`config.mk`:
```
export PLATFORM = sky130hd
export DESIGN_NAME = ahb_master_arbiter
export DESIGN_NICKNAME = d
export VERILOG_FILES = /design/src/rtl/ahb_pkg.sv /design/src/rtl/ahb_rr_arbiter2.sv /design/src/rtl/ahb_master_arbiter.sv
export SDC_FILE = /design/constraint.sdc
export NUM_CORES = 1
export LEC_CHECK = 0
export CAP_MARGIN = 20
export CORE_AREA = 2 2 134 136
export DETAILED_ROUTE_END_ITERATION = 12
export DIE_AREA = 0 0 136 138
export HOLD_SLACK_MARGIN = 0.12
export SLEW_MARGIN = 20
export SYNTH_ARGS = -nofsm -noshare
export SYNTH_HDL_FRONTEND = slang
export SYNTH_SLANG_ARGS = --single-unit
```
`constraint.sdc`:
```
create_clock -name hclk -period 1.95 [get_ports hclk]
set_input_delay 0.585 -clock hclk [delete_from_list [all_inputs] [get_ports hclk]]
set_output_delay 0.585 -clock hclk [all_outputs]
set_load 0.02 [all_outputs]
```
`src/rtl/ahb_pkg.sv`:
```
// Shared AHB-Lite encodings and the address-phase bundle used by the master-port arbiter.
package ahb_pkg;

  typedef enum logic [1:0] {
    tIDLE   = 2'b00,
    tBUSY   = 2'b01,
    tNONSEQ = 2'b10,
    tSEQ    = 2'b11
  } htrans_e;

  typedef enum logic [2:0] {
    bSINGLE = 3'd0,
    bINCR   = 3'd1,
    bWRAP4  = 3'd2,
    bINCR4  = 3'd3,
    bWRAP8  = 3'd4,
    bINCR8  = 3'd5,
    bWRAP16 = 3'd6,
    bINCR16 = 3'd7
  } hburst_e;

  typedef enum logic [1:0] {
    OKAY  = 2'b00,
    ERROR = 2'b01,
    RETRY = 2'b10,
    SPLIT = 2'b11
  } hresp_e;

  typedef enum logic [1:0] {
    sIdle = 2'd0,
    sAddr = 2'd1,
    sData = 2'd2
  } state_e;

  typedef struct packed {
    logic [31:0] haddr;
    logic        hwrite;
    logic [2:0]  hsize;
    logic [2:0]  hburst;
    logic [3:0]  hprot;
    logic        hlock;
  } addr_phase_t;

  // NONSEQ and SEQ both count as a request; IDLE and BUSY do not.
  function automatic logic is_request(input logic [1:0] htrans);
    return htrans[1];
  endfunction

endpackage

```
`src/rtl/ahb_rr_arbiter2.sv`:
```
// Combinational two-way winner select: lock regrant first, then single requester, then tie-break.
module ahb_rr_arbiter2 #(
  parameter int RR_MODE = 1
) (
  input  logic [1:0] req,
  input  logic       last_grant,
  input  logic       lock_hold,
  input  logic       owner,
  output logic       valid,
  output logic       winner
);

  // NOTE: every output gets a default at the top of the block so no path can infer a latch.
  always_comb begin
    valid  = |req;
    winner = 1'b0;
    if (lock_hold && req[owner]) begin
      winner = owner;
    end else if (req == 2'b01) begin
      winner = 1'b0;
    end else if (req == 2'b10) begin
      winner = 1'b1;
    end else if (req == 2'b11) begin
      winner = (RR_MODE != 0) ? ~last_grant : 1'b0;
    end
  end

endmodule

```
`src/rtl/ahb_master_arbiter.sv`:
```
// Shares one AHB-Lite master port between two mirrored-master requester ports (single transfers only).
module ahb_master_arbiter
  import ahb_pkg::*;
#(
  parameter int RR_MODE        = 1,
  parameter int MAX_LOCK_XFERS = 8
) (
  input  logic        hclk,
  input  logic        reset,

  input  logic [31:0] ahb_m0_haddr,
  input  logic [1:0]  ahb_m0_htrans,
  input  logic        ahb_m0_hwrite,
  input  logic [2:0]  ahb_m0_hsize,
  input  logic [2:0]  ahb_m0_hburst,
  input  logic [3:0]  ahb_m0_hprot,
  input  logic [31:0] ahb_m0_hwdata,
  input  logic        ahb_m0_hlock,
  output logic [31:0] ahb_m0_hrdata,
  output logic        ahb_m0_hready,
  output logic [1:0]  ahb_m0_hresp,

  input  logic [31:0] ahb_m1_haddr,
  input  logic [1:0]  ahb_m1_htrans,
  input  logic        ahb_m1_hwrite,
  input  logic [2:0]  ahb_m1_hsize,
  input  logic [2:0]  ahb_m1_hburst,
  input  logic [3:0]  ahb_m1_hprot,
  input  logic [31:0] ahb_m1_hwdata,
  input  logic        ahb_m1_hlock,
  output logic [31:0] ahb_m1_hrdata,
  output logic        ahb_m1_hready,
  output logic [1:0]  ahb_m1_hresp,

  output logic [31:0] ahb_mst_haddr,
  output logic [1:0]  ahb_mst_htrans,
  output logic        ahb_mst_hwrite,
  output logic [2:0]  ahb_mst_hsize,
  output logic [2:0]  ahb_mst_hburst,
  output logic [3:0]  ahb_mst_hprot,
  output logic [31:0] ahb_mst_hwdata,
  output logic        ahb_mst_hlock,
  input  logic [31:0] ahb_mst_hrdata,
  input  logic        ahb_mst_hready,
  input  logic [1:0]  ahb_mst_hresp,

  output logic        grant,
  output logic        busy
);

  localparam logic [7:0] LOCK_LAST = 8'(MAX_LOCK_XFERS - 1);

  state_e      state, state_nxt;
  htrans_e     htrans_q;
  logic        grant_q;
  logic        last_grant;
  logic        lock_hold;
  logic [7:0]  lock_cnt;
  logic [1:0]  req;
  logic        arb_valid;
  logic        arb_winner;
  logic        owner_hlock;
  addr_phase_t m0_ap, m1_ap, sel_ap;

  assign req = {is_request(ahb_m1_htrans), is_request(ahb_m0_htrans)};

  ahb_rr_arbiter2 #(
    .RR_MODE (RR_MODE)
  ) u_arb (
    .req        (req),
    .last_grant (last_grant),
    .lock_hold  (lock_hold),
    .owner      (grant_q),
    .valid      (arb_valid),
    .winner     (arb_winner)
  );

  assign m0_ap = '{haddr: ahb_m0_haddr, hwrite: ahb_m0_hwrite, hsize: ahb_m0_hsize,
                   hburst: ahb_m0_hburst, hprot: ahb_m0_hprot, hlock: ahb_m0_hlock};
  assign m1_ap = '{haddr: ahb_m1_haddr, hwrite: ahb_m1_hwrite, hsize: ahb_m1_hsize,
                   hburst: ahb_m1_hburst, hprot: ahb_m1_hprot, hlock: ahb_m1_hlock};

  // Address side always follows the grant register; outside sAddr htrans is IDLE so it is ignored.
  assign sel_ap      = grant_q ? m1_ap : m0_ap;
  assign owner_hlock = sel_ap.hlock;

  assign ahb_mst_haddr  = sel_ap.haddr;
  assign ahb_mst_hwrite = sel_ap.hwrite;
  assign ahb_mst_hsize  = sel_ap.hsize;
  assign ahb_mst_hburst = sel_ap.hburst;
  assign ahb_mst_hprot  = sel_ap.hprot;
  assign ahb_mst_hlock  = sel_ap.hlock;
  assign ahb_mst_hwdata = grant_q ? ahb_m1_hwdata : ahb_m0_hwdata;
  assign ahb_mst_htrans = htrans_q;

  assign ahb_m0_hrdata = ahb_mst_hrdata;
  assign ahb_m1_hrdata = ahb_mst_hrdata;

  assign grant = grant_q;
  assign busy  = (state != sIdle);

  always_comb begin
    state_nxt = state;
    unique case (state)
      sIdle:   if (arb_valid)      state_nxt = sAddr;
      sAddr:   if (ahb_mst_hready) state_nxt = sData;
      sData:   if (ahb_mst_hready) state_nxt = sIdle;
      default: state_nxt = sIdle;
    endcase
  end

  // Only the granted port sees the data-phase response; everyone else reads not-ready/OKAY.
  always_comb begin
    ahb_m0_hready = 1'b0;
    ahb_m1_hready = 1'b0;
    ahb_m0_hresp  = OKAY;
    ahb_m1_hresp  = OKAY;
    if (state == sData) begin
      if (grant_q) begin
        ahb_m1_hready = ahb_mst_hready;
        ahb_m1_hresp  = ahb_mst_hresp;
      end else begin
        ahb_m0_hready = ahb_mst_hready;
        ahb_m0_hresp  = ahb_mst_hresp;
      end
    end
  end

  // NOTE: sequential state uses non-blocking assignments so every register samples pre-edge values.
  always_ff @(posedge hclk) begin
    if (reset) begin
      state      <= sIdle;
      htrans_q   <= tIDLE;
      grant_q    <= 1'b0;
      last_grant <= 1'b1;
      lock_hold  <= 1'b0;
      lock_cnt   <= 8'd0;
    end else begin
      state <= state_nxt;
      unique case (state)
        sIdle: begin
          if (lock_hold && !req[grant_q]) begin
            lock_hold <= 1'b0;
            lock_cnt  <= 8'd0;
          end
          if (arb_valid) begin
            grant_q    <= arb_winner;
            last_grant <= arb_winner;
            htrans_q   <= tNONSEQ;
          end
        end
        sAddr: begin
          if (ahb_mst_hready) htrans_q <= tIDLE;
        end
        sData: begin
          if (ahb_mst_hready) begin
            // A locked owner keeps the bus for at most MAX_LOCK_XFERS back-to-back transfers.
            if (owner_hlock && (lock_cnt < LOCK_LAST)) begin
              lock_hold <= 1'b1;
              lock_cnt  <= lock_cnt + 8'd1;
            end else begin
              lock_hold <= 1'b0;
              lock_cnt  <= 8'd0;
            end
          end
        end
        default: htrans_q <= tIDLE;
      endcase
    end
  end

endmodule

```
==> results by group, run 1 <==
Status
  – Status: finished with violations
  – Failing checks: negative setup slack

Global routing
  – Total routing usage reported by global routing: 0.114
  – Met2 track demand over resource: 0.182
  – Met1 Resource Use GR: 0.135
  – Wire length of the first global-routing pass: ~16000 um
  – Maximum number of pins on one net before global-route repair: 17
  – Gr busiest metal: met2
  – Via count of the first global-routing pass: between 2000 and 3000
  – Number of antenna violations at the first check in global routing: 0
  – GR Overflow Total: 0
  – Global routing usage on met3: 0.0612

Clock tree
  – Clock tree from TritonCTS: built
  – Number of CTS-inserted buffers: 3
  – Number of buffers on the longest clock path: 2
  – Clock Pin Slew Worst Setup and Hold Paths: 0.05 ns
  – Clock root buffer master: sky130_fd_sc_hd__clkbuf_16
  – TritonCTS Sinks: 14
  – CTS H-tree lvls: 1
  – Skew-Pair Late Insertion Delay: roughly 0.24 ns

STA
  – Hold slack: about 0.46 ns
  – Finish-stage setup viols: 76
  – Share of the cycle needed by the critical path after routing: 1.07
  – Crit path setup slack, layout: -0.139 ns
  – RSZ-0062 raised after global routing: yes
  – Time the worst path needs with I/O delays and setup: approximately 2.1 ns
  – Max Fclk: between 0.4 and 0.5 GHz
  – Number of failing hold endpoints at the final stage: 0
  – Max-slew violation count: 0
  – Worst-case clock skew: about 0.004 ns

Setup path
  – Max Fanout on Critical Path: 8
  – Crit Reg-Reg Startpoint: state[1]
  – Worst Path Arrival: about 1.5 ns
  – Setup Crit Path Kind: register to output pin
  – Nature of the critical path startpoint: register
  – WP data required: 1.36 ns
  – Crit path launch: grant
  – Critical Path Sink Type: output pin

Logic synthesis
  – Synthesized netlist net count: 421
  – Main synth FF type: sky130_fd_sc_hd__dfxtp_1
  – Async SR Flop Fraction: 0
  – Gate count of the mapped netlist: between 200 and 250
  – Share of synthesized area occupied by flip-flops and latches: 0.135
  – Mean cell area of the mapped netlist: between 9 and 10 sq um
  – Yosys cell types: 37
  – Cell area after synthesis: between 2000 and 2500 sq um
  – Total of flip-flops plus latches after synthesis: 14
  – Synth Warn #: 0
  – Number of enable-type register cells in the synthesized netlist: 0

Die
  – Core outline area: between 15000 and 20000 sq um
  – Width of the chip: ~140 um
  – IO Count: 343
  – Effective utilization at floorplan: 0.118
  – Die Outline Area: around 19000 sq um
  – Count of standard-cell rows: between 40 and 50
  – Die H: 138 um

Cells and area
  – Post-layout instance count excluding filler cells: slightly below 700
  – Commonest cells after routing, fill and taps aside: 96 x sky130_fd_sc_hd__clkdlybuf4s50_1, 94 x sky130_fd_sc_hd__buf_6, 71 x sky130_fd_sc_hd__mux2_4
  – # nets final: between 600 and 700
  – Fraction of final layout cells sized beyond drive strength 1: 0.503
  – Finished Cell Area: approximately 5300 sq um
  – Count of inserted antenna diode cells: 0
  – Most common cell after layout, fill and taps aside: sky130_fd_sc_hd__clkdlybuf4s50_1
  – Area growth, synth to finish: 156%

Power and ir drop
  – Reported leakage power: around 2.4 nW
  – Seq pwr share: 0.135
  – Net switching power: slightly above 0.7 mW
  – Power per cell area: 429 nW/um^2
  – Worst supply voltage drop on vdd: slightly above 0.5 mV
  – Total chip power: 2.28 mW
  – Cell-internal power: 1.56 mW
  – Clk network pwr share: 0.186
  – Switching power as a share of total power: 0.317
  – Comb pwr share: 0.679

Route
  – Via density per instance: 3.78
  – Detailed-router iteration count before antenna repair: 4
  – Wirelength, routed: approximately 12000 um
  – Vias post-DR: about 2600
  – Drt first-iter violations: a little over 50
  – Post-route ant nets: 0
  – Total DRC errors in the routed layout: 0
  – Routed WL per cell: 17.8 um

Place
  – Detailed-placement wirelength estimate: 8850 um
  – Number of I/O port buffers: approximately 240
  – Gp weighted congestion: roughly 0.76
  – Area after DPL: 4440 sq um
  – Post-Place Cells: around 640

Worst hold path
  – Hold path start: lock_cnt[5]
  – Path class of the lowest-slack min-delay path: register to register

Flow run
  – Number of maximum-capacitance constraint violations: 0
## timing repair
item | 4_1_cts | 5_1_grt
hold buffers | 0 | 0
endpoints found under the setup margin | 84 | 71
cloned | 5 | 1
gates resized for setup | 547 | 59
buffers inserted | 22 | 8
pin swaps | 0 | 0
## flip-flops by register name, indices dropped and copies added, names as in the netlist
name / flops
lock_cnt: 8
state: 2
ahb_mst_htrans: 1
grant: 1
last_grant: 1
lock_hold: 1
## cell families after synthesis
family / Yosys count / synth area share
multiplexers: 77 / 0.417
AO/OA/AOI/OAI: 18 / 0.0712
AND/OR/NAND/NOR: 35 / 0.0929
adder cells (fa/ha/maj): 1 / 0.00603
flip-flops: 14 / 0.135
buffers and inverters: 81 / 0.276
other: 1 / 0.00181
## worst max-delay path, cell delays in order (launching register included)
cell and delay, ns:
sky130_fd_sc_hd__dfxtp_4 0.43, sky130_fd_sc_hd__buf_12 0.17, sky130_fd_sc_hd__clkbuf_16 0.17, sky130_fd_sc_hd__mux2_2 0.34, sky130_fd_sc_hd__buf_6 0.14
## power by group through the flow
stage               Combinational [mW]  Sequential [mW]  Clock (mW)
floorplan                        0.685            0.313           0
global placement                  1.22            0.315           0
detailed placement                1.22            0.315           0
CTS                               1.44            0.309       0.435
global route                      1.62            0.310       0.455
finish                            1.55            0.309       0.424
## layout make-up
class	count	area, sq um
tap	229	287
inverter	5	18.8
fill	1831	12200
clock buffer	4	88.8
sequential	14	284
timing repair buffer	298	3140
multi-input combinational	132	1500
## per-stage QoR
stage / utilization / setup TNS, ns / worst slack (ns)
finish: 0.303 / -5.17 / -0.139
global route: 0.303 / -9.49 / -0.197
CTS: 0.287 / -7.90 / -0.197
detailed placement: 0.253 / -32.83 / -0.628
global placement: 0.253 / -32.63 / -0.622
floorplan: - / 0 / 0.0284
## metal layers
layer  share of wire  up-vias
met5               0        -
met4           0.012        0
met3            0.14        8
met2            0.45      196
met1            0.39     1189
li1                -     1182
## synthesized netlist by cell type (2+ instances only)
| cell | instances | area (sq um) |
|---|---|---|
| sky130_fd_sc_hd__a2111oi_0 | 2 | 17.5 |
| sky130_fd_sc_hd__a21oi_1 | 5 | 25.0 |
| sky130_fd_sc_hd__and2_1 | 4 | 25.0 |
| sky130_fd_sc_hd__and3_1 | 6 | 37.5 |
| sky130_fd_sc_hd__buf_2 | 7 | 35.0 |
| sky130_fd_sc_hd__buf_4 | 65 | 488 |
| sky130_fd_sc_hd__buf_6 | 2 | 22.5 |
| sky130_fd_sc_hd__clkbuf_1 | 2 | 7.51 |
| sky130_fd_sc_hd__dfxtp_1 | 14 | 280 |
| sky130_fd_sc_hd__inv_1 | 5 | 18.8 |
| sky130_fd_sc_hd__mux2_2 | 75 | 845 |
| sky130_fd_sc_hd__nand2_1 | 5 | 18.8 |
| sky130_fd_sc_hd__nand2b_1 | 2 | 12.5 |
| sky130_fd_sc_hd__nand3_1 | 2 | 10.0 |
| sky130_fd_sc_hd__nor2_1 | 6 | 22.5 |
| sky130_fd_sc_hd__nor3_1 | 3 | 15.0 |
| sky130_fd_sc_hd__o21ai_0 | 2 | 10.0 |
## final timing paths
path	end	slack, ns	cells after the start
setup / recovery	ahb_mst_haddr[3]	-0.14	4
hold / removal	lock_cnt[5]	0.46	1
setup reg to reg	lock_cnt[0]	0.33	6
hold reg to reg	lock_cnt[5]	0.46	1
(Power assumes the default switching activity.)
==> inputs of run 2 (changes only) <==
--- a/config.mk
+++ b/config.mk
@@ -9,6 +9,7 @@
 export CORE_AREA = 2 2 134 136
 export DETAILED_ROUTE_END_ITERATION = 12
 export DIE_AREA = 0 0 136 138
+export GPL_TIMING_DRIVEN = 0
 export HOLD_SLACK_MARGIN = 0.12
 export SLEW_MARGIN = 20
 export SYNTH_ARGS = -nofsm -noshare
==> results by group, run 2 (same netlist as run 1, synthesis figures left out) <==
Die
  – Width of the chip: 136 um (unchanged)
  – IO Count: 343 (unchanged)
  – Die H: 138 um (unchanged)
  – Core outline area: 17500 sq um (unchanged)
  – Die Outline Area: 18800 sq um (unchanged)
  – Count of standard-cell rows: 49 (unchanged)
  – Effective utilization at floorplan: 0.118 (unchanged)

Clock tree
  – Skew-Pair Late Insertion Delay: 0.25 ns (about the same)
  – Clock Pin Slew Worst Setup and Hold Paths: 0.05 ns (about the same)
  – TritonCTS Sinks: 14 (unchanged)
  – Number of buffers inserted for hold repair after clock tree synthesis: 0 (unchanged)
  – CTS H-tree lvls: 1 (unchanged)
  – Clock root buffer master: sky130_fd_sc_hd__clkbuf_16
  – Number of CTS-inserted buffers: 3 (unchanged)
  – Number of buffers on the longest clock path: 2 (unchanged)
  – Clock tree from TritonCTS: built

Place
  – Number of I/O port buffers: 306 (+26%)
  – Gp weighted congestion: 0.809 (+6.0%)
  – Detailed-placement wirelength estimate: 11000 um (+25%)
  – Post-Place Cells: 762 (+19%)

Cells and area
  – Flip-flop count of the largest register, all copies and words added: 8 (unchanged)
  – Post-layout instance count excluding filler cells: 783 (+15%)
  – Registers with the highest flip-flop counts: lock_cnt (8), state (2)
  – Most common cell after layout, fill and taps aside: sky130_fd_sc_hd__clkdlybuf4s50_1
  – Filler Cells Inserted: 1816 (-0.82%)
  – Fraction of final layout cells sized beyond drive strength 1: 0.486 (-0.0178)
  – Count of inserted antenna diode cells: 0 (unchanged)
  – Flip-flop and latch area: 285 sq um (+0.44%)
  – Most flop-heavy register: lock_cnt
  – Area used by multi-input combinational logic: 1440 sq um (-4.4%)
  – Commonest cells after routing, fill and taps aside: 167 x sky130_fd_sc_hd__clkdlybuf4s50_1, 74 x sky130_fd_sc_hd__buf_4, 56 x sky130_fd_sc_hd__buf_6
  – # nets final: 749 (+16%)
  – Area growth, synth to finish: 191%

STA
  – Remaining max-slew budget at the tightest pin: 0.640
  – Time the worst path needs with I/O delays and setup: 2.07 ns (-0.0240 ns)
  – Crit path setup slack, layout: -0.115 ns (+0.0240 ns)
  – Number of failing hold endpoints at the final stage: 0 (unchanged)
  – Finish-stage setup viols: 72 (-5.3%)
  – Max Fclk: 0.484 GHz (+1.2%)
  – RSZ-0062 raised after global routing: yes
  – Max-slew violation count: 0 (unchanged)
  – Share of the cycle needed by the critical path after routing: 1.06 (-0.0123)
  – Accumulated negative setup slack: -4.16 ns (+1.01 ns)
  – Transition at the pin with the smallest max-transition slack: between 0.5 and 0.6 ns
  – Worst-case clock skew: 0.00396 ns (+0.0000362 ns)

Setup path
  – WP data required: 1.36 ns (about the same)
  – Slowest library cell on the worst path: sky130_fd_sc_hd__dfxtp_4
  – Kind of cell adding the most delay to the critical path: buffers and inverters
  – Worst Path Arrival: 1.48 ns (-0.02 ns)
  – Number of buffer and inverter stages on the critical path: 4 (+1)
  – Max Fanout on Critical Path: 5 (-3)
  – Critical Path Sink Type: output pin
  – Nature of the critical path startpoint: register
  – Crit path cell chain: buf_12 -> buf_8 -> buf_8 -> mux2_4 -> buf_6
  – Setup Crit Path Kind: register to output pin
  – Worst path most repeated cell: sky130_fd_sc_hd__buf_8
  – Delay of the slowest cell on the worst path: 0.39 ns (-0.04 ns)

Global routing
  – GR Overflow Total: 0 (unchanged)
  – Wire length of the first global-routing pass: 18300 um (+13%)
  – Maximum number of pins on one net before global-route repair: 11 (-6)
  – Number of antenna violations at the first check in global routing: 0 (unchanged)
  – Total routing usage reported by global routing: 0.126 (+0.0127)
  – Via count of the first global-routing pass: 2987 (+11%)

Worst hold path
  – Path class of the lowest-slack min-delay path: register to register

Route
  – Vias post-DR: 2902 (+13%)
  – Detailed-router iteration count before antenna repair: 4 (unchanged)
  – Routed WL per cell: 17.2 um (-3.4%)
  – Total DRC errors in the routed layout: 0 (unchanged)
  – Post-route ant nets: 0 (unchanged)
  – Drt first-iter violations: 79 (+55%)
  – Via density per instance: 3.71 (-1.8%)
  – Wirelength, routed: 13500 um (+11%)

Power and ir drop
  – Reported leakage power: 2.91 nW (+20%)
  – Worst supply voltage drop on vdd: 0.352 mV (-32%)
  – Power per cell area: 404 nW/um^2 (-5.8%)

Flow run
  – Number of maximum-capacitance constraint violations: 0 (unchanged)

Status
  – Status: finished with violations
  – Failing checks: negative setup slack
run 2: area by class of cell:
type / count / area share
repair buffers: 324 / 0.543
multi-input cells: 132 / 0.238
plain buffers: 75 / 0.106
well taps: 229 / 0.0474
flip-flops and latches: 14 / 0.0472
clock buffers: 4 / 0.0147
inverters: 5 / 0.00311
run 2: worst paths after layout:
check               from                end  slack, ns  cells past startpoint
max                grant  ahb_mst_hwdata[5]      -0.12                      5
min          lock_cnt[5]        lock_cnt[5]       0.47                      1
max reg2reg        grant        lock_cnt[1]       0.26                      7
min reg2reg  lock_cnt[5]        lock_cnt[5]       0.47                      1
run 2: power breakdown:
| group | internal (mW) | switching (mW) |
|---|---|---|
| logic | 1.00 | 0.694 |
| registers | 0.297 | 0.00994 |
| clock network | 0.311 | 0.125 |
run 2: per-stage QoR:
stage                     power, mW  instance area (sq um)  utilization  setup slack, ns  hold WS, ns
final                          2.44                   6040        0.345           -0.115        0.467
after global routing           2.55                   6040        0.345           -0.147        0.489
after CTS                      2.33                   5630        0.321           -0.201        0.469
after detailed placement       1.84                   5420        0.309           -0.725        0.457
after global placement         1.83                   5420        0.309           -0.723        0.447
after floorplan               0.999                   2070            -           0.0284        0.431
run 2: timing repair:
| action | CTS | global route |
|---|---|---|
| setup buffers | 8 | 7 |
| pin swaps | 1 | 1 |
| endpoints found under the setup margin | 84 | 86 |
| gates cloned | 4 | 1 |
| resized for setup | 463 | 143 |
run 2: per-layer routing:
layer | up-vias | GRT usage | wire length (um)
met5 | - | 0 | 0
met4 | 0 | 0.0241 | 154
met3 | 10 | 0.0205 | 1000
met2 | 126 | 0.233 | 6850
met1 | 1376 | 0.153 | 5480
li1 | 1390 | - | -
